--- src/rtl/e203_ifu_jalr_sched_pkg.sv ---
// Shared types for the IFU branch-target scheduler.
// Optional feature macro: E203_JALR_X1_FWD_EN.
package e203_jalr_sched_pkg;

  localparam int XLEN    = 32;
  localparam int PC_W    = XLEN;
  localparam int RFIDX_W = 5;

  localparam logic [RFIDX_W-1:0] X0 = 5'd0;
  localparam logic [RFIDX_W-1:0] X1 = 5'd1;

  typedef enum logic [1:0] {
    IDLE,
    WAIT_DEP,
    REQ,
    RDATA
  } state_e;

  typedef enum logic [1:0] {
    BASE_PC,
    BASE_ZERO,
    BASE_X1,
    BASE_RS1
  } base_e;

endpackage

--- src/rtl/e203_ifu_jalr_sched_if.sv ---
// IR / mini-decoder / RF-port / prediction bundle of the scheduler.
// master drives the IR side, slave is the scheduler.
interface e203_ifu_jalr_sched_if;
  import e203_jalr_sched_pkg::*;

  logic               ir_valid;
  logic               ir_ready;
  logic [PC_W-1:0]    ir_pc;
  logic               dec_jal;
  logic               dec_jalr;
  logic               dec_bxx;
  logic [RFIDX_W-1:0] dec_jalr_rs1idx;
  logic [XLEN-1:0]    dec_bjp_imm;
  logic               oitf_empty;
  logic               exu_ir_rdwen;
  logic [RFIDX_W-1:0] exu_ir_rdidx;
  logic [XLEN-1:0]    rf_x1;
  logic               bpu2rf_req;
  logic               rf2bpu_gnt;
  logic [XLEN-1:0]    rf2bpu_rs1;
  logic               prdt_vld;
  logic               prdt_taken;
  logic [PC_W-1:0]    prdt_pc;

  modport master (
    output ir_valid, ir_pc,
    output dec_jal, dec_jalr, dec_bxx,
    output dec_jalr_rs1idx, dec_bjp_imm,
    output oitf_empty, exu_ir_rdwen,
    output exu_ir_rdidx, rf_x1,
    output rf2bpu_gnt, rf2bpu_rs1,
    input  ir_ready, bpu2rf_req,
    input  prdt_vld, prdt_taken, prdt_pc
  );

  modport slave (
    input  ir_valid, ir_pc,
    input  dec_jal, dec_jalr, dec_bxx,
    input  dec_jalr_rs1idx, dec_bjp_imm,
    input  oitf_empty, exu_ir_rdwen,
    input  exu_ir_rdidx, rf_x1,
    input  rf2bpu_gnt, rf2bpu_rs1,
    output ir_ready, bpu2rf_req,
    output prdt_vld, prdt_taken, prdt_pc
  );

endinterface

--- src/rtl/e203_ifu_bjp_tgt_adder.sv ---
// Branch target adder: base select + immediate add.
// jalr targets get bit0 cleared; jal/bxx targets pass through.
module e203_ifu_bjp_tgt_adder
  import e203_jalr_sched_pkg::*;
(
  input  base_e           sel,
  input  logic            jalr,
  input  logic [PC_W-1:0] pc,
  input  logic [XLEN-1:0] x1,
  input  logic [XLEN-1:0] rs1,
  input  logic [XLEN-1:0] imm,
  output logic [PC_W-1:0] tgt
);

  logic [XLEN-1:0] base;
  logic [XLEN-1:0] sum;

  always_comb begin
    base = '0;
    unique case (sel)
      BASE_PC:   base = pc;
      BASE_ZERO: base = '0;
      BASE_X1:   base = x1;
      BASE_RS1:  base = rs1;
      default:   base = '0;
    endcase
    sum = base + imm;
    tgt = jalr ? {sum[XLEN-1:1], 1'b0} : sum;
  end

endmodule

--- src/rtl/e203_ifu_jalr_sched.sv ---
// Resolves bjp predictions; jalr-xN waits for hazards, then reads RF.
// Optional: E203_JALR_X1_FWD_EN enables the forwarded-x1 fast path.
module e203_ifu_jalr_sched
  import e203_jalr_sched_pkg::*;
(
  input  logic                  clk,
  input  logic                  rst,
  input  logic                  flush,
  e203_ifu_jalr_sched_if.slave  bus
);

  state_e          state_q;
  state_e          state_d;
  base_e           sel;
  logic            ready;
  logic            req;
  logic            taken;
  logic            bjp;
  logic            is_x0;
  logic            x1_fwd;
  logic            dep;
  logic            vld;
  logic [XLEN-1:0] x1_val;
  logic [PC_W-1:0] tgt;

`ifdef E203_JALR_X1_FWD_EN
  assign x1_fwd = bus.dec_jalr_rs1idx == X1;
  assign x1_val = bus.rf_x1;
`else
  logic unused_x1;
  assign unused_x1 = ^bus.rf_x1;
  assign x1_fwd    = 1'b0;
  assign x1_val    = '0;
`endif

  assign bjp   = bus.dec_jal | bus.dec_jalr
               | bus.dec_bxx;
  assign is_x0 = bus.dec_jalr_rs1idx == X0;
  assign dep   = ~bus.oitf_empty
               | (bus.exu_ir_rdwen
                 & (bus.exu_ir_rdidx
                    == bus.dec_jalr_rs1idx));

  always_comb begin
    state_d = state_q;
    ready   = 1'b0;
    req     = 1'b0;
    taken   = 1'b0;
    sel     = BASE_PC;
    unique case (state_q)
      IDLE: begin
        ready = 1'b1;
        if (bus.ir_valid & bjp) begin
          unique case (1'b1)
            bus.dec_jal: taken = 1'b1;
            bus.dec_bxx:
              taken = bus.dec_bjp_imm[XLEN-1];
            bus.dec_jalr: begin
              if (is_x0) begin
                taken = 1'b1;
                sel   = BASE_ZERO;
              end else if (x1_fwd & ~dep) begin
                taken = 1'b1;
                sel   = BASE_X1;
              end else begin
                ready   = 1'b0;
                state_d = dep ? WAIT_DEP : REQ;
              end
            end
            default: ready = 1'b1;
          endcase
        end
      end
      WAIT_DEP: begin
        if (~dep) begin
          if (x1_fwd) begin
            ready   = 1'b1;
            taken   = 1'b1;
            sel     = BASE_X1;
            state_d = IDLE;
          end else begin
            state_d = REQ;
          end
        end
      end
      REQ: begin
        req = 1'b1;
        if (bus.rf2bpu_gnt) state_d = RDATA;
      end
      RDATA: begin
        ready   = 1'b1;
        taken   = 1'b1;
        sel     = BASE_RS1;
        state_d = IDLE;
      end
      default: state_d = IDLE;
    endcase
    // flush beats any in-flight grant or resolution
    if (flush) begin
      state_d = IDLE;
      ready   = 1'b0;
      req     = 1'b0;
    end
  end

  always_ff @(posedge clk) begin
    if (rst) state_q <= IDLE;
    else     state_q <= state_d;
  end

  e203_ifu_bjp_tgt_adder u_adder (
    .sel  (sel),
    .jalr (bus.dec_jalr),
    .pc   (bus.ir_pc),
    .x1   (x1_val),
    .rs1  (bus.rf2bpu_rs1),
    .imm  (bus.dec_bjp_imm),
    .tgt  (tgt)
  );

  assign vld = bus.ir_valid & bjp & ready & ~rst;

  assign bus.ir_ready   = ready & ~rst;
  assign bus.bpu2rf_req = req & ~rst;
  assign bus.prdt_vld   = vld;
  assign bus.prdt_taken = taken & vld;
  assign bus.prdt_pc    = rst ? '0 : tgt;

endmodule

--- src/flat_wrapper.sv ---
// flat-port wrapper written by rule: the top's interface ports become plain ports
module e203_ifu_jalr_sched_flat import e203_jalr_sched_pkg::*;
  (clk, rst, flush, bus_ir_valid, bus_ir_pc, bus_dec_jal, bus_dec_jalr, bus_dec_bxx, bus_dec_jalr_rs1idx, bus_dec_bjp_imm, bus_oitf_empty, bus_exu_ir_rdwen, bus_exu_ir_rdidx, bus_rf_x1, bus_rf2bpu_gnt, bus_rf2bpu_rs1, bus_ir_ready, bus_bpu2rf_req, bus_prdt_vld, bus_prdt_taken, bus_prdt_pc);
  e203_ifu_jalr_sched_if bus_i ();
  input  logic clk;
  input  logic rst;
  input  logic flush;
  input wire logic [$bits(bus_i.ir_valid)-1:0] bus_ir_valid;
  input wire logic [$bits(bus_i.ir_pc)-1:0] bus_ir_pc;
  input wire logic [$bits(bus_i.dec_jal)-1:0] bus_dec_jal;
  input wire logic [$bits(bus_i.dec_jalr)-1:0] bus_dec_jalr;
  input wire logic [$bits(bus_i.dec_bxx)-1:0] bus_dec_bxx;
  input wire logic [$bits(bus_i.dec_jalr_rs1idx)-1:0] bus_dec_jalr_rs1idx;
  input wire logic [$bits(bus_i.dec_bjp_imm)-1:0] bus_dec_bjp_imm;
  input wire logic [$bits(bus_i.oitf_empty)-1:0] bus_oitf_empty;
  input wire logic [$bits(bus_i.exu_ir_rdwen)-1:0] bus_exu_ir_rdwen;
  input wire logic [$bits(bus_i.exu_ir_rdidx)-1:0] bus_exu_ir_rdidx;
  input wire logic [$bits(bus_i.rf_x1)-1:0] bus_rf_x1;
  input wire logic [$bits(bus_i.rf2bpu_gnt)-1:0] bus_rf2bpu_gnt;
  input wire logic [$bits(bus_i.rf2bpu_rs1)-1:0] bus_rf2bpu_rs1;
  output wire logic [$bits(bus_i.ir_ready)-1:0] bus_ir_ready;
  output wire logic [$bits(bus_i.bpu2rf_req)-1:0] bus_bpu2rf_req;
  output wire logic [$bits(bus_i.prdt_vld)-1:0] bus_prdt_vld;
  output wire logic [$bits(bus_i.prdt_taken)-1:0] bus_prdt_taken;
  output wire logic [$bits(bus_i.prdt_pc)-1:0] bus_prdt_pc;
  assign bus_i.ir_valid = bus_ir_valid;
  assign bus_i.ir_pc = bus_ir_pc;
  assign bus_i.dec_jal = bus_dec_jal;
  assign bus_i.dec_jalr = bus_dec_jalr;
  assign bus_i.dec_bxx = bus_dec_bxx;
  assign bus_i.dec_jalr_rs1idx = bus_dec_jalr_rs1idx;
  assign bus_i.dec_bjp_imm = bus_dec_bjp_imm;
  assign bus_i.oitf_empty = bus_oitf_empty;
  assign bus_i.exu_ir_rdwen = bus_exu_ir_rdwen;
  assign bus_i.exu_ir_rdidx = bus_exu_ir_rdidx;
  assign bus_i.rf_x1 = bus_rf_x1;
  assign bus_i.rf2bpu_gnt = bus_rf2bpu_gnt;
  assign bus_i.rf2bpu_rs1 = bus_rf2bpu_rs1;
  assign bus_ir_ready = bus_i.ir_ready;
  assign bus_bpu2rf_req = bus_i.bpu2rf_req;
  assign bus_prdt_vld = bus_i.prdt_vld;
  assign bus_prdt_taken = bus_i.prdt_taken;
  assign bus_prdt_pc = bus_i.prdt_pc;
  e203_ifu_jalr_sched u_core (.clk(clk), .rst(rst), .flush(flush), .bus(bus_i));
endmodule
--- config.mk ---
export PLATFORM = sky130hd
export DESIGN_NAME = e203_ifu_jalr_sched_flat
export DESIGN_NICKNAME = d
export VERILOG_FILES = /design/src/rtl/e203_ifu_jalr_sched_pkg.sv /design/src/rtl/e203_ifu_jalr_sched_if.sv /design/src/rtl/e203_ifu_bjp_tgt_adder.sv /design/src/rtl/e203_ifu_jalr_sched.sv /design/src/flat_wrapper.sv
export SDC_FILE = /design/constraint.sdc
export NUM_CORES = 1
export LEC_CHECK = 0
export CORE_UTILIZATION = 38
export CTS_CLUSTER_SIZE = 28
export DETAILED_ROUTE_END_ITERATION = 12
export PLACE_DENSITY = 0.85
export SLEW_MARGIN = 5
export SYNTH_ARGS = -nofsm -noshare
export SYNTH_HDL_FRONTEND = slang
export SYNTH_HIERARCHICAL = 1
export SYNTH_SLANG_ARGS = --single-unit
--- constraint.sdc ---
create_clock -name clk -period 7.18 [get_ports clk]
set_input_delay 1.436 -clock clk [delete_from_list [all_inputs] [get_ports clk]]
set_output_delay 1.436 -clock clk [all_outputs]
set_load 0.01 [all_outputs]
After elaboration in Yosys (flattened, before gate mapping). Cells that the tools add are included.

Flip-flop bits (word level): 2. Output and inout port bits: 36. Word-level logic and storage cells: 56.

Add/sub/neg operators: 1. Eq/ne operators: 12. Mux-type cells: 24. Bitwise operators: 12. Reductions and logical operators: 6.

Operator list (count): one-hot mux 32 bit (3 select lines) (1); adder 32 bit (1); 2-to-1 mux 32 bit (1); 2-to-1 mux 2 bit (8); 2-to-1 mux 1 bit (9); == test 2 bit, second input constant (4); != test 2 bit, second input constant (4); one-hot mux 2 bit (4 select lines) (1); AND 1 bit (7); == test 5 bit (1); zero test 5 bit (1); AND reduction 5 bit (1); == test 2 x 1 -> 1 bit, second input constant (2); zero test 2 bit (2); one-hot mux 1 bit (2 select lines) (2); one-hot mux 2 bit (2 select lines) (1); OR reduction 2 bit (2); bitwise OR 1 bit (3); one-hot mux 1 bit (3 select lines) (1); != test 2 x 1 -> 1 bit, second input constant (1); NOT 1 bit (2).

Depth between registers and ports, before layout.
Depth in word-level cells: 11. Mapped depth: 20.

By module. The synthesis kept the hierarchy.

By module, submodules not included: e203_ifu_bjp_tgt_adder (times used 1, cells each 331, area an instance 2294.7 sq um, seq. area each 0.0 sq um); e203_ifu_jalr_sched (times used 1, cells each 82, area an instance 634.4 sq um, seq. area each 40.0 sq um).

Worst setup path after synthesis. OpenSTA, ideal clock, no wires.

Path kind: in2out. Start: input port bus_dec_jalr_rs1idx[0]. End: output port bus_prdt_pc[28]. Data arrival time: 5.171 ns. Data required time: 5.744 ns. Slack: 0.573 ns. Stages: 20. Path buffers: 2. Path through: or3_1 nor3_1 a41oi_1 nor2_1 and2_1 clkbuf_1 clkbuf_1 nand2_1 o21ai_0 ha_1 inv_1 fa_1 nor2b_4 o2111ai_1 a211oi_1 o21ai_1 a21oi_2 a31oi_1 xnor2_1 nor2b_1.

Longest elaborated chain between the ends: 10. Elaborated cells on any way between the ends: 13.

Ends and longest elaborated chain: start: declaration (line flat_wrapper.sv:13) `input wire logic [$bits(bus_i.dec_jalr_rs1idx)-1:0] bus_dec_jalr_rs1idx;`; zero test 5 bit (*) (line e203_ifu_jalr_sched.sv:38) `assign is_x0 = bus.dec_jalr_rs1idx == X0;`; 2-to-1 mux 1 bit (*) (line e203_ifu_jalr_sched.sv:59) `if (is_x0) begin`; 2-to-1 mux 2 bit (*) (line e203_ifu_jalr_sched.sv:54) `unique case (1'b1)`; 2-to-1 mux 2 bit (*) (line e203_ifu_jalr_sched.sv:53) `if (bus.ir_valid & bjp) begin`; one-hot mux 2 bit (2 select lines) (*) (line e203_ifu_jalr_sched.sv:50) `unique case (state_q)`; via u_core.sel[0] (line e203_ifu_jalr_sched.sv:14) `base_e sel;`; == test 2 bit / == test 2 x 1 -> 1 bit (equally long branches) (line e203_ifu_bjp_tgt_adder.sv:20) `unique case (sel)`; OR reduction 2 bit (no line); one-hot mux 32 bit (3 select lines) (*) (line e203_ifu_bjp_tgt_adder.sv:20); adder 32 bit (*) (line e203_ifu_bjp_tgt_adder.sv:27) `sum = base + imm;`; via u_core.tgt[28] (line e203_ifu_jalr_sched.sv:24) `logic [PC_W-1:0] tgt;`; 2-to-1 mux 32 bit (*) (line e203_ifu_jalr_sched.sv:127) `assign bus.prdt_pc = rst ? '0 : tgt;`; end: declaration (line flat_wrapper.sv:25) `output wire logic [$bits(bus_i.prdt_pc)-1:0] bus_prdt_pc;`.

Mark *: on every way through the listed nets, which the timed path passes. The rest lies on a longest branch.

Final worst setup path.
Start: input port bus_dec_jalr_rs1idx[0]. End: output port bus_prdt_pc[29].

Same word-level chain as after synthesis.

==> metrics.txt <==
# TYPE chip_impl_metric gauge
chip_impl_metric{name="crit_path_max_incr_delay",unit="ns"} 0.55
chip_impl_metric{name="final_hold_viol_count",unit=""} 0
chip_impl_metric{name="largest_reg_flops",unit=""} 2
chip_impl_metric{name="period_needed",unit="ns"} 7.041
chip_impl_metric{name="cts_hold_buf",unit=""} 0
chip_impl_metric{name="ioPinCount",unit=""} 184
chip_impl_info{name="crit_family",value="buffers and inverters"} 1
chip_impl_metric{name="finalCritPeriodShare",unit="%"} 98.07
chip_impl_info{name="crit_top_cell",value="clkdlybuf4s50_1"} 1
chip_impl_metric{name="grt_antenna_before_repair",unit=""} 0
chip_impl_metric{name="relative_contribution_of_combinational_cells_to_total_power",unit="%"} 87.4
chip_impl_metric{name="num_rows",unit=""} 31
chip_impl_metric{name="synth_top_cell_area_share",unit="%"} 17.09
chip_impl_metric{name="die_width",unit="um"} 89.80
chip_impl_info{name="largest-register",value="u_core/state_q"} 1
chip_impl_metric{name="ctsLongestPathBuffers",unit=""} 2
chip_impl_metric{name="floorplan.initialDensity",unit="%"} 39.75
chip_impl_metric{name="p_leak",unit="nW"} 2.257
chip_impl_metric{name="setup_total_negative_slack",unit="ns"} 0
chip_impl_metric{name="dp_hpwl",unit="um"} 8547
chip_impl_metric{name="fp.dieArea",unit="um^2"} 8063
chip_impl_metric{name="syn2layout_area_growth",unit="%"} 77.83
chip_impl_info{name="worstReg2RegStart",value="u_core/state_q[0]"} 1
chip_impl_info{name="grt_setup_unrepaired",value="true"} 1
chip_impl_metric{name="drt.antenna.violating_nets",unit=""} 0
chip_impl_metric{name="async_flop_share",unit="%"} 0
chip_impl_metric{name="power.share.clock",unit="%"} 9.9
chip_impl_metric{name="drt_iter0_drc",unit=""} 83
chip_impl_info{name="crit_path_max_delay_cell_type",value="clkdlybuf4s50_1"} 1
chip_impl_metric{name="postSynthCellCount",unit=""} 413
chip_impl_metric{name="ys_ff_latch",unit=""} 2
chip_impl_metric{name="worst_clock_skew",unit="ns"} 0.002512
chip_impl_metric{name="syn_avg_cell_area",unit="um^2"} 7.092
chip_impl_metric{name="dpl_cell_area",unit="um^2"} 5002
chip_impl_metric{name="ys_warn_count",unit=""} 6
chip_impl_metric{name="drtPass1Iterations",unit=""} 5
chip_impl_metric{name="final_nets",unit=""} 830
chip_impl_metric{name="non_filler_instance_count_after_layout",unit=""} 738
chip_impl_info{name="synthFlopType",value="dfxtp_1"} 1
chip_impl_metric{name="power_density",unit="nW/um^2"} 89.17
chip_impl_metric{name="multi_input_area",unit="um^2"} 2974
chip_impl_info{name="status",value="finished, final reports clean"} 1
chip_impl_metric{name="fillers",unit=""} 584
chip_impl_metric{name="synth_sequential_area_ratio",unit="%"} 1.367
chip_impl_metric{name="htree_num_levels",unit=""} 1
chip_impl_info{name="cts-root-buf",value="clkbuf_8"} 1
chip_impl_metric{name="cts_buffers",unit=""} 3
chip_impl_metric{name="worst_pin_slew",unit="ns"} 0.6471
chip_impl_metric{name="overflow",unit=""} 0
chip_impl_metric{name="power.net_switching",unit="uW"} 186.0
chip_impl_info{name="worstSetupEndpointType",value="output port"} 1
chip_impl_metric{name="timing.slew.headroom",unit="%"} 56.31
chip_impl_metric{name="clk_latency",unit="ns"} 0.22
chip_impl_metric{name="achievable-frequency",unit="MHz"} 142.0
chip_impl_metric{name="cap_viol_max_count",unit=""} 0
chip_impl_metric{name="layout.core_utilization",unit="%"} 70.68
chip_impl_metric{name="grt_pass1_wl",unit="um"} 17440
chip_impl_metric{name="seqCellArea",unit="um^2"} 40.04
chip_impl_metric{name="critical_path.max_fanout",unit=""} 18
chip_impl_info{name="layout_commonest_cell",value="clkdlybuf4s50_1"} 1
chip_impl_info{name="layout_common_cells",value="clkdlybuf4s50_1, buf_4, nand2_1"} 1
chip_impl_metric{name="gpl.final_weighted_congestion",unit=""} 0.8987
chip_impl_info{name="timing.hold.worst.start",value="u_core/state_q[1]"} 1
chip_impl_metric{name="maximum_number_of_pins_on_one_net_before_global_route_repair",unit=""} 37
chip_impl_metric{name="die_height",unit="um"} 89.80
chip_impl_metric{name="drive_gt1_share",unit="%"} 15.81
chip_impl_metric{name="sequential_power_share",unit="%"} 2.7
chip_impl_metric{name="number_of_synthesized_flops_with_an_enable_pin",unit=""} 0
chip_impl_metric{name="grt_pass1_vias",unit=""} 3938
chip_impl_metric{name="detail_route.drc_violations",unit=""} 0
chip_impl_info{name="hold_path_class",value="reg -> reg"} 1
chip_impl_metric{name="irDropWorstVdd",unit="mV"} 0.04306
chip_impl_metric{name="report.final.slew_viol_count",unit=""} 0
chip_impl_metric{name="power.switching_fraction",unit="%"} 40.05
chip_impl_metric{name="yosysUniqueCellTypes",unit=""} 60
chip_impl_info{name="top_regs",value="u_core/state_q (2)"} 1
chip_impl_info{name="cts_tree",value="yes"} 1
chip_impl_metric{name="numPortBuffers",unit=""} 151
chip_impl_metric{name="path_clk_slew",unit="ns"} 0.03
chip_impl_metric{name="wl_per_cell",unit="um"} 14.47
chip_impl_metric{name="worstPathRequired",unit="ns"} 5.74
chip_impl_metric{name="routed_wl",unit="um"} 10680
chip_impl_metric{name="mappedNetlistArea",unit="um^2"} 2929
chip_impl_metric{name="internal_power",unit="uW"} 278.4
chip_impl_info{name="critical_path_class",value="in -> out"} 1
chip_impl_info{name="synth_top_cell_by_area",value="ha_1"} 1
chip_impl_metric{name="groute.usage.overall",unit="%"} 25.77
chip_impl_info{name="critical_path_cell_sequence",value="clkdlybuf4s50_1, or3_4, nor3_4, a41oi_1, nor2_2, and2_4, buf_6, buf_12, nand2_1, o21ai_0, ha_1, a21oi_2, inv_1, a211oi_1, a21oi_1, a41oi_2, xnor2_1, nor2b_1, clkdlybuf4s50_1"} 1
chip_impl_info{name="yosys-top-cells-area",value="ha_1, mux2i_1, nor2b_1, xnor2_1, nand2_1"} 1
chip_impl_metric{name="crit_arrival",unit="ns"} 5.61
chip_impl_metric{name="critPathBufInv",unit=""} 5
chip_impl_info{name="timing.critical_path.from_type",value="primary input"} 1
chip_impl_metric{name="cts_sinks",unit=""} 2
chip_impl_metric{name="core_area",unit="um^2"} 7370
chip_impl_info{name="worst_setup_path_startpoint",value="bus_dec_jalr_rs1idx[0]"} 1
chip_impl_metric{name="stdcell_area",unit="um^2"} 5209
chip_impl_metric{name="avgViaCountPerCell",unit=""} 5.164
chip_impl_metric{name="antennaDiodeCount",unit=""} 0
chip_impl_metric{name="placed_cells",unit=""} 726
chip_impl_metric{name="detailroute.via_count",unit=""} 3811
chip_impl_metric{name="timing.final.setup_violations",unit=""} 0
==> tightest hold or removal path, cell delays in order, from the launching register on <==
cell and delay (ns):
dfxtp_1 0.34, nor2_1 0.15, a2111oi_2 0.06
==> power groups by stage <==
stage / clock network, mW / logic [mW] / registers [mW]
6_report: 0.0459 / 0.406 / 0.0125
5_1_grt: 0.0466 / 0.440 / 0.0125
4_1_cts: 0.0467 / 0.397 / 0.0125
3_5_place_dp: 0 / 0.393 / 0.0126
3_3_place_gp: 0 / 0.383 / 0.0126
2_1_floorplan: 0 / 0.206 / 0.0124
==> area by class of cell <==
class	count	share of cell area [%]
tap	99	2.378
multi-input combinational	412	57.10
timing repair buffer	209	38.03
clock buffer	3	0.7927
sequential	2	0.7687
inverter	13	0.9368
==> kinds of logic after synthesis <==
logic type	after synthesis	synth area share (%)
mux	34	11.79
xor+xnor	35	10.47
fa+ha+maj	41	17.77
flops	2	1.367
simple gates	142	25.03
compound gates	128	29.60
other cells	1	0.1280
buf+inv	30	3.845
==> path summary, 6_finish.rpt <==
check | end | slack (ns) | cells after the start
setup / recovery | bus_prdt_pc[29] | 0.14 | 19
hold reg to reg | u_core/state_q[1] | 0.61 | 2
setup reg to reg | u_core/state_q[0] | 5.25 | 7
hold / removal | u_core/state_q[1] | 0.61 | 2
==> through the flow <==
step,power (mW),setup slack [ns],hold slack (ns)
3_3_place_gp,0.3951,-0.1783,0.5876
3_5_place_dp,0.4056,-0.3792,0.6110
6_report,0.4644,0.1386,0.6116
4_1_cts,0.4566,0.002502,0.6099
5_1_grt,0.4995,-0.1275,0.6652
2_1_floorplan,0.2188,0.5733,0.5547
==> metal layers <==
layer | part of all wire [%] | track usage [%] | vias to the layer above
li1 | - | - | 1909
met1 | 43 | 30.29 | 1745
met2 | 51 | 49.49 | 134
met3 | 5.1 | 2.707 | 23
met4 | 1.6 | 5.874 | 0
met5 | 0 | 0 | -
==> synthesized netlist by cell type (all sizes together), types with 3 or more instances <==
library cell  instances
nand2                53
o21ai                41
ha                   40
nor2b                37
a21oi                34
mux2i                33
xnor2                24
nor2                 21
clkbuf               17
inv                  13
a21o                 12
nand3                11
xor2                 11
a211oi                5
a41oi                 5
and3                  5
o21bai                5
a31oi                 4
nor3                  4
o21a                  3
o31ai                 3
==> repair_timing <==
action                                  4_1_cts  5_1_grt
gates resized for setup                      12       24
endpoints found under the setup margin       12       20
pin swaps                                     5       11
setup buffers                                 4        6
No activity file was read; power rests on OpenSTA's default activity.
